$ cat src/rtl/s3g_tx.sv
// s3g_tx: builds a framed packet from buffered payload bytes and feeds it one
// byte at a time to a byte UART. Frame: 0xD5, LEN, payload, CRC-8 (Maxim).
module s3g_tx #(
  parameter int MAX_LEN = 32
) (
  input  logic       clk,
  input  logic       rst,
  input  logic [7:0] wr_data,
  input  logic       wr_en,
  input  logic       send,
  input  logic       tx_busy,
  output logic [7:0] tx_data,
  output logic       tx_start,
  output logic       busy,
  output logic       done,
  output logic       err_overflow
);

  typedef enum logic [2:0] {
    S_IDLE    = 3'd0,
    S_START   = 3'd1,
    S_LEN     = 3'd2,
    S_PAYLOAD = 3'd3,
    S_CRC     = 3'd4,
    S_GUARD   = 3'd5,
    S_FIN     = 3'd6
  } state_t;

  localparam logic [7:0] MAX_CNT  = 8'(MAX_LEN);
  localparam logic [7:0] SYNC_BYTE = 8'hD5;

  // Maxim/iButton CRC-8 step over one byte, LSB first, reflected poly 0x8C.
  function automatic logic [7:0] crc8_update(input logic [7:0] crc_in,
                                             input logic [7:0] data_in);
    logic [7:0] c;
    logic [7:0] d;
    logic       mix;
    c = crc_in;
    d = data_in;
    for (int b = 0; b < 8; b++) begin
      mix = c[0] ^ d[0];
      c   = {1'b0, c[7:1]};
      if (mix) begin
        c = c ^ 8'h8C;
      end else begin
        c = c;
      end
      d = {1'b0, d[7:1]};
    end
    return c;
  endfunction

  state_t     state_q, state_d;
  state_t     ret_q, ret_d;
  logic [7:0] cnt_q, cnt_d;
  logic [7:0] idx_q, idx_d;
  logic [7:0] crc_q, crc_d;
  logic [7:0] buf_q [MAX_LEN];
  logic [7:0] buf_d [MAX_LEN];
  logic [7:0] tx_data_q, tx_data_d;
  logic       tx_start_q, tx_start_d;
  logic       busy_q, busy_d;
  logic       done_q, done_d;
  logic       err_q, err_d;
  logic [7:0] pay_byte_s;
  logic       wr_ok_s;

  assign tx_data      = tx_data_q;
  assign tx_start     = tx_start_q;
  assign busy         = busy_q;
  assign done         = done_q;
  assign err_overflow = err_q;

  // Select the payload byte at the current read index.
  always_comb begin
    pay_byte_s = 8'h00;
    for (int i = 0; i < MAX_LEN; i++) begin
      if (idx_q == 8'(i)) begin
        pay_byte_s = buf_q[i];
      end else begin
        pay_byte_s = pay_byte_s;
      end
    end
  end

  // Buffer write: only in IDLE and only while there is room.
  always_comb begin
    wr_ok_s = (state_q == S_IDLE) && wr_en && (cnt_q < MAX_CNT);
    for (int i = 0; i < MAX_LEN; i++) begin
      if (wr_ok_s && (cnt_q == 8'(i))) begin
        buf_d[i] = wr_data;
      end else begin
        buf_d[i] = buf_q[i];
      end
    end
  end

  // Next-state and output logic for the framing sequencer.
  always_comb begin
    state_d    = state_q;
    ret_d      = ret_q;
    cnt_d      = cnt_q;
    idx_d      = idx_q;
    crc_d      = crc_q;
    tx_data_d  = tx_data_q;
    tx_start_d = 1'b0;
    busy_d     = busy_q;
    done_d     = 1'b0;
    err_d      = err_q;
    case (state_q)
      S_IDLE: begin
        if (wr_en) begin
          if (cnt_q < MAX_CNT) begin
            cnt_d = cnt_q + 8'd1;
          end else begin
            err_d = 1'b1;
          end
        end else begin
          cnt_d = cnt_q;
        end
        // Send wins over a simultaneous overflow: the flag is cleared.
        if (send) begin
          state_d = S_START;
          busy_d  = 1'b1;
          err_d   = 1'b0;
        end else begin
          state_d = S_IDLE;
        end
      end
      S_START: begin
        if (!tx_busy) begin
          tx_data_d  = SYNC_BYTE;
          tx_start_d = 1'b1;
          ret_d      = S_LEN;
          state_d    = S_GUARD;
        end else begin
          state_d = S_START;
        end
      end
      S_LEN: begin
        if (!tx_busy) begin
          tx_data_d  = cnt_q;
          tx_start_d = 1'b1;
          idx_d      = 8'd0;
          ret_d      = (cnt_q == 8'd0) ? S_CRC : S_PAYLOAD;
          state_d    = S_GUARD;
        end else begin
          state_d = S_LEN;
        end
      end
      S_PAYLOAD: begin
        if (!tx_busy) begin
          tx_data_d  = pay_byte_s;
          tx_start_d = 1'b1;
          crc_d      = crc8_update(crc_q, pay_byte_s);
          idx_d      = idx_q + 8'd1;
          ret_d      = ((idx_q + 8'd1) == cnt_q) ? S_CRC : S_PAYLOAD;
          state_d    = S_GUARD;
        end else begin
          state_d = S_PAYLOAD;
        end
      end
      S_CRC: begin
        if (!tx_busy) begin
          tx_data_d  = crc_q;
          tx_start_d = 1'b1;
          ret_d      = S_FIN;
          state_d    = S_GUARD;
        end else begin
          state_d = S_CRC;
        end
      end
      // The UART cannot report busy yet in the cycle it loads, so skip it.
      S_GUARD: begin
        state_d = ret_q;
      end
      S_FIN: begin
        if (!tx_busy) begin
          done_d  = 1'b1;
          busy_d  = 1'b0;
          cnt_d   = 8'd0;
          crc_d   = 8'd0;
          idx_d   = 8'd0;
          state_d = S_IDLE;
        end else begin
          state_d = S_FIN;
        end
      end
      default: begin
        state_d = S_IDLE;
        busy_d  = 1'b0;
      end
    endcase
  end

  // Sequencer, counters and registered outputs.
  always_ff @(posedge clk or negedge rst) begin
    if (!rst) begin
      state_q    <= S_IDLE;
      ret_q      <= S_IDLE;
      cnt_q      <= 8'd0;
      idx_q      <= 8'd0;
      crc_q      <= 8'd0;
      tx_data_q  <= 8'h00;
      tx_start_q <= 1'b0;
      busy_q     <= 1'b0;
      done_q     <= 1'b0;
      err_q      <= 1'b0;
    end else begin
      state_q    <= state_d;
      ret_q      <= ret_d;
      cnt_q      <= cnt_d;
      idx_q      <= idx_d;
      crc_q      <= crc_d;
      tx_data_q  <= tx_data_d;
      tx_start_q <= tx_start_d;
      busy_q     <= busy_d;
      done_q     <= done_d;
      err_q      <= err_d;
    end
  end

  // Payload storage.
  always_ff @(posedge clk or negedge rst) begin
    if (!rst) begin
      for (int i = 0; i < MAX_LEN; i++) begin
        buf_q[i] <= 8'h00;
      end
    end else begin
      for (int i = 0; i < MAX_LEN; i++) begin
        buf_q[i] <= buf_d[i];
      end
    end
  end

endmodule

$ cat config.mk
export PLATFORM = sky130hd
export DESIGN_NAME = s3g_tx
export DESIGN_NICKNAME = d
export VERILOG_FILES = /design/src/rtl/s3g_tx.sv
export SDC_FILE = /design/constraint.sdc
export NUM_CORES = 1
export LEC_CHECK = 0
export CAP_MARGIN = 40
export CORE_MARGIN = 2
export CORE_UTILIZATION = 35
export DETAILED_ROUTE_END_ITERATION = 10
export PLACE_DENSITY = 0.55
export SLEW_MARGIN = 0
export SYNTH_ARGS = -nofsm -noshare
export SYNTH_HDL_FRONTEND = slang
export SYNTH_SLANG_ARGS = --single-unit
$ cat constraint.sdc
create_clock -name clk -period 4.7 [get_ports clk]
set_input_delay 0.94 -clock clk [delete_from_list [all_inputs] [get_ports clk]]
set_output_delay 0.94 -clock clk [all_outputs]
set_load 0.005 [all_outputs]
# Yosys cells after proc, flatten, opt, wreduce, memory -nomap -nowiden
# Cells that the tools add are included.
# totals
in_bits,13
mem_count,0
ramBits,0
romBits,0
wordCells,282
latch_bits,0
register_bits,298
output_inout_bits,12
# classes
mul,0
eq_ne,79
n_div,0
add_sub_neg,2
bitwise_logic,17
n_reduce_logical,51
n_mux,90
order_cmp,1
shift,0
# op_table
op,count
$mux 8,63
$eq 8x5->1 const B,32
$eq 8x4->1 const B,16
$eq 8x3->1 const B,8
$pmux 8 s2,3
$logic_and 1x1->1,34
$eq 8x2->1 const B,4
$pmux 8 s4,1
$mux 3,10
$not 2->3,8
$pmux 3 s7,1
$ne 2x2->1 const B,9
$add 8x1->8 const B,2
$eq 8x1->1 const B,2
$logic_not 8->1,2
$pmux 3 s4,1
$reduce_and 3->1,4
$mux 1,10
$eq 3x3->1 const B,3
$eq 8x8->1,1
$lt 8x6->1 const B,1
$reduce_bool 2->1,4
$xor 1x1->1,8
$eq 3x2->1 const B,2
11 further kinds,11

# Depth between registers and ports, before layout
# logic_depth
ltp_word,65
depth_mapped,17
ltp_nobuf,12

# Worst setup path before layout
# Ideal clock, no wire load.
# synth_timing
kind,reg2reg
from,register idx_q[0]
to,register crc_q[7]
synth_period_minus_slack_ps,3542
setup_time_ps,87
t_arrival_ps,3456
path_stages_with_launch,16
path_slack_ps,1158
t_required_ps,4613
path_cell_list,dfrtp_1 -> inv_1 -> ha_1 -> buf_2 -> clkinv_1 -> clkbuf_1 -> clkbuf_1 -> o22ai_1 -> o211a_1 -> a311oi_1 -> o21ai_0 -> o2111a_1 -> a211oi_1 -> a21oi_1 -> or3b_1 -> o211ai_1
# synth_via
elab_chain_cells,61
# synth_lines
element,line,text
"start, declared",56,"logic [7:0] idx_q, idx_d;"
"start signal, assigned",213,idx_q <= idx_d;
$logic_not 8->1,78,if (idx_q == 8'(i)) begin
$mux 8 (31 in series),78,
$mux 8 (*),78,
$xor 1x1->1,41,mix = c[0] ^ d[0];
$mux 8,43,if (mix) begin
$mux 8,152,if (!tx_busy) begin
$mux 8,110,case (state_q)
$mux 8 / $not 2->3 (equally long branches),--,
[15 not listed],--,
$mux 8,110,
$mux 8,43,
$mux 8,152,
$mux 8,110,
$xor 1x1->1 (*),41,
$mux 8 (*),43,
$mux 8 (*),152,
$pmux 8 s2 (*),110,
"end signal, assigned",214,crc_q <= crc_d;
"end, declared",57,"logic [7:0] crc_q, crc_d;"
# Mark *: on every way between the ends. The rest lies on a longest branch, timed or not. The select of a mux whose other input is x is not followed.
# A chain may end at the register's enable or synchronous reset.

# Final worst setup path
# layout_timing
from,register idx_q[1]
to,register crc_q[2]
# layout_via
elab_chain_cells,61
# layout_lines
element,line
$logic_not 8->1,78
$mux 8 (31 in series),78
$mux 8 (*),78
$xor 1x1->1,41
$mux 8,43
$mux 8,152
$mux 8,110
$mux 8 / $not 2->3 (equally long branches),--
[15 not listed],--
$xor 1x1->1 / $mux 8 (equally long branches),"41, 110"
$mux 8,43
$mux 8,152
$mux 8,110
$not 2->3 (no line) / $xor 1x1->1 (equally long branches),--
$mux 8 (*),43
$mux 8 (*),152
$pmux 8 s2 (*),110
# Marked as above.

==> qor.yml <==
grt_start_max_net_pins: 108
cts.path.max_buffers: 3
via_per_inst: 5.997
wl_per_cell_microns: 25.95
start_util_pct: 35.57
critPathSlowestCell: "a311oi_1"
clock_latency_ns: 0.56
htreeDepth: 2
grt_antenna_before_repair: 0
synthTopCellsByCount: "298 x dfrtp_1, 256 x mux2_2, 130 x nand2_1, 78 x a21oi_1, 76 x nor2_1"
cts_resized: 0
ys_top_cells_by_area: "dfrtp_1 47%, mux2_2 18%, nand2_1 3.1%, a21oi_1 2.5%, o21ai_0 2.1%"
portBuffers: 24
final_nets: 1510
path_class: "reg2reg"
clockRootBuffer: "clkbuf_16"
first_pass_iters: 7
place_congestion: 0.9842
syn_inst: 1470
ant_nets: 0
finish.utilization_pct: 40.56
cts.sink_count: 298
power_uw: 10480
ys_ff_latch: 298
drive_above_1_share_pct: 27.46
max_stage_delay_ns: 0.69
dieArea_sq_um: 46750
maxSlewViolCount: 0
rrSetupSlack_ns: 0.18
yosysTopAreaCellShare_pct: 47.31
synth.distinct_cells: 87
clkSlewWorstSetupHoldPaths_ns: 0.07
die_w_microns: 216.2
p_leak_uw: 0.008156
numCtsBuffers: 37
coreArea_sq_um: 44320
diodes: 0
fin_crit_sh_pct: 96.18
row_count: 77
final_hold_viol_count: 0
fin_crit_ns: 4.520
worstMarginPinSlew_ns: 0.9434
cts_hold_buf: 0
cts_tree: "built"
grt_pass1_vias: 12740
max_freq_ghz: 0.2212
avgSynthCellArea_sq_um: 10.72
rsz0062_at_grt: "no"
cpLargestDelayFamily: "compound AO/OA/AOI/OAI gates"
routed_wl_microns: 54680
ios: 25
crit_path_start_kind: "register"
crit_path_max_fanout: 23
peakVddDrop_mv: 0.3201
cp_cell_sequence: "inv_1 > ha_2 > buf_4 > or2_2 > o21ai_0 > o221ai_1 > a311oi_1 > nor3_1 > or4_4 > nand2_2 > xnor3_1 > a22o_1"
synth_nets: 1491
overflow: 0
hp-class: "in2async"
worstReg2RegStart: "idx_q[1]$_DFFE_PN0P_"
drv_cap: 0
post_cts_buffers: 0
cp.required_ns: 5.14
synth_largest_area_cell: "dfrtp_1"
cp_num_buf_inv: 2
arrival_ns: 4.96
fp.dieH_microns: 216.2
reg2reg_depth: 12
fin_setup_tns_ns: 0
grt_usage_pct: 23.55
cp-end-kind: "register"
synth_area_sq_um: 15760
yosysMostFrequentCell: "dfrtp_1"
status: "complete, no violations"
grt_pass1_wl_microns: 83270
yosysSeqAreaShare_pct: 47.31
yosysWarnings: 0
worstReg2RegEnd: "crc_q[2]$_DFFE_PN0P_"
setup_viol: 0
nFillCells: 4310
async_reset_ff_share_pct: 100.0
area.growth.synth_to_final_pct: 14.04
drc: 0
dp_hpwl_microns: 37110
vias: 12640
finClkSkew_ns: 0.02789
synthFlopType: "dfrtp_1"
max_slew_margin_pct: 37.11
powerDensity_nw_per_um2: 583.0
drt_iter0_markers: 1536
synth_edf_count: 0
through the flow:
step | instances | hold slack [ns] | area (sq um) | setup WS, ns
after floorplan | 1470 | 0.4699 | 15760 | 1.158
after global placement | 2041 | 0.4803 | 16790 | 0.4311
after detailed placement | 2042 | 0.4897 | 16790 | 0.3249
after CTS | 2107 | 0.5020 | 17980 | 0.3241
after global routing | 2107 | 0.5185 | 17980 | 0.1401
final | 2107 | 0.4777 | 17980 | 0.1796
how the worst max path moves through the flow:
stage,from,to,slack [ns],cells past startpoint
after floorplan,idx_q[0]$_DFFE_PN0P_,crc_q[7]$_DFFE_PN0P_,1.16,15
after global routing,idx_q[1]$_DFFE_PN0P_,crc_q[2]$_DFFE_PN0P_,0.14,13
after CTS,idx_q[1]$_DFFE_PN0P_,crc_q[2]$_DFFE_PN0P_,0.32,12
final,idx_q[1]$_DFFE_PN0P_,crc_q[2]$_DFFE_PN0P_,0.18,12
after global placement,idx_q[1]$_DFFE_PN0P_,crc_q[2]$_DFFE_PN0P_,0.43,12
after detailed placement,idx_q[1]$_DFFE_PN0P_,crc_q[2]$_DFFE_PN0P_,0.32,12
placed cells by master, fill, tap and decap left out, types with 20 or more instances in the layout:
cell,count
a21oi_1,78
a221oi_1,20
a31oi_1,22
buf_4,58
clkbuf_16,38
clkdlybuf4s50_1,23
dfrtp_1,298
inv_1,23
mux2_2,256
nand2_1,130
nand3_1,28
nor2_1,76
nor3_1,21
o21ai_0,66
o22ai_1,35
logic make-up (layout without fill, tap and decap cells):
group                    count (synthesis)  in the layout  synth area share [%]
AO/OA/AOI/OAI                          391            391                 17.10
AND/OR/NAND/NOR                        359            359                 11.10
flip-flops                             298            298                 47.31
multiplexers                           257            257                 18.35
buffers and inverters                  132            177                 3.826
XOR/XNOR                                25             25                 1.683
adder cells (fa/ha/maj)                  8              8                0.6350
layer usage:
layer	wire, microns	part of all wire, %	track usage (%)
met5	0	0	0
met1	24300	44	33.08
met4	2160	4.0	9.201
met3	4471	8.2	5.586
met2	23740	43	35.02
worst register-to-register path: stages (launching register included):
cell and delay, ns:
dfrtp_1 0.45, inv_1 0.11, ha_2 0.34, buf_4 0.30
or2_2 0.45, o21ai_0 0.44, o221ai_1 0.22, a311oi_1 0.69
nor3_1 0.23, or4_4 0.59, nand2_2 0.11, xnor3_1 0.30
a22o_1 0.19
registers in the layout (all words and copies together) (netlist names):
signal        flops
done              1
busy              1
crc_q             8
tx_data           8
ret_q             3
cnt_q             8
err_overflow      1
buf_q           256
tx_start          1
idx_q             8
state_q           3
report_power, final:
group	switching (uW)	internal, uW
sequential	439	3030
clock	1150	1650
combinational	2400	1820
total	3990	6490
final cells by class:
type	instances	area, sq um	area share (%)
inverter	24	90.09	0.5011
clock inverter	15	117.6	0.6542
clock buffer	50	1066	5.930
sequential	298	7457	41.48
multi-input combinational	1040	7720	42.94
tap	592	740.7	4.120
timing repair buffer	88	785.8	4.371
No activity file was read; power rests on OpenSTA's default activity.
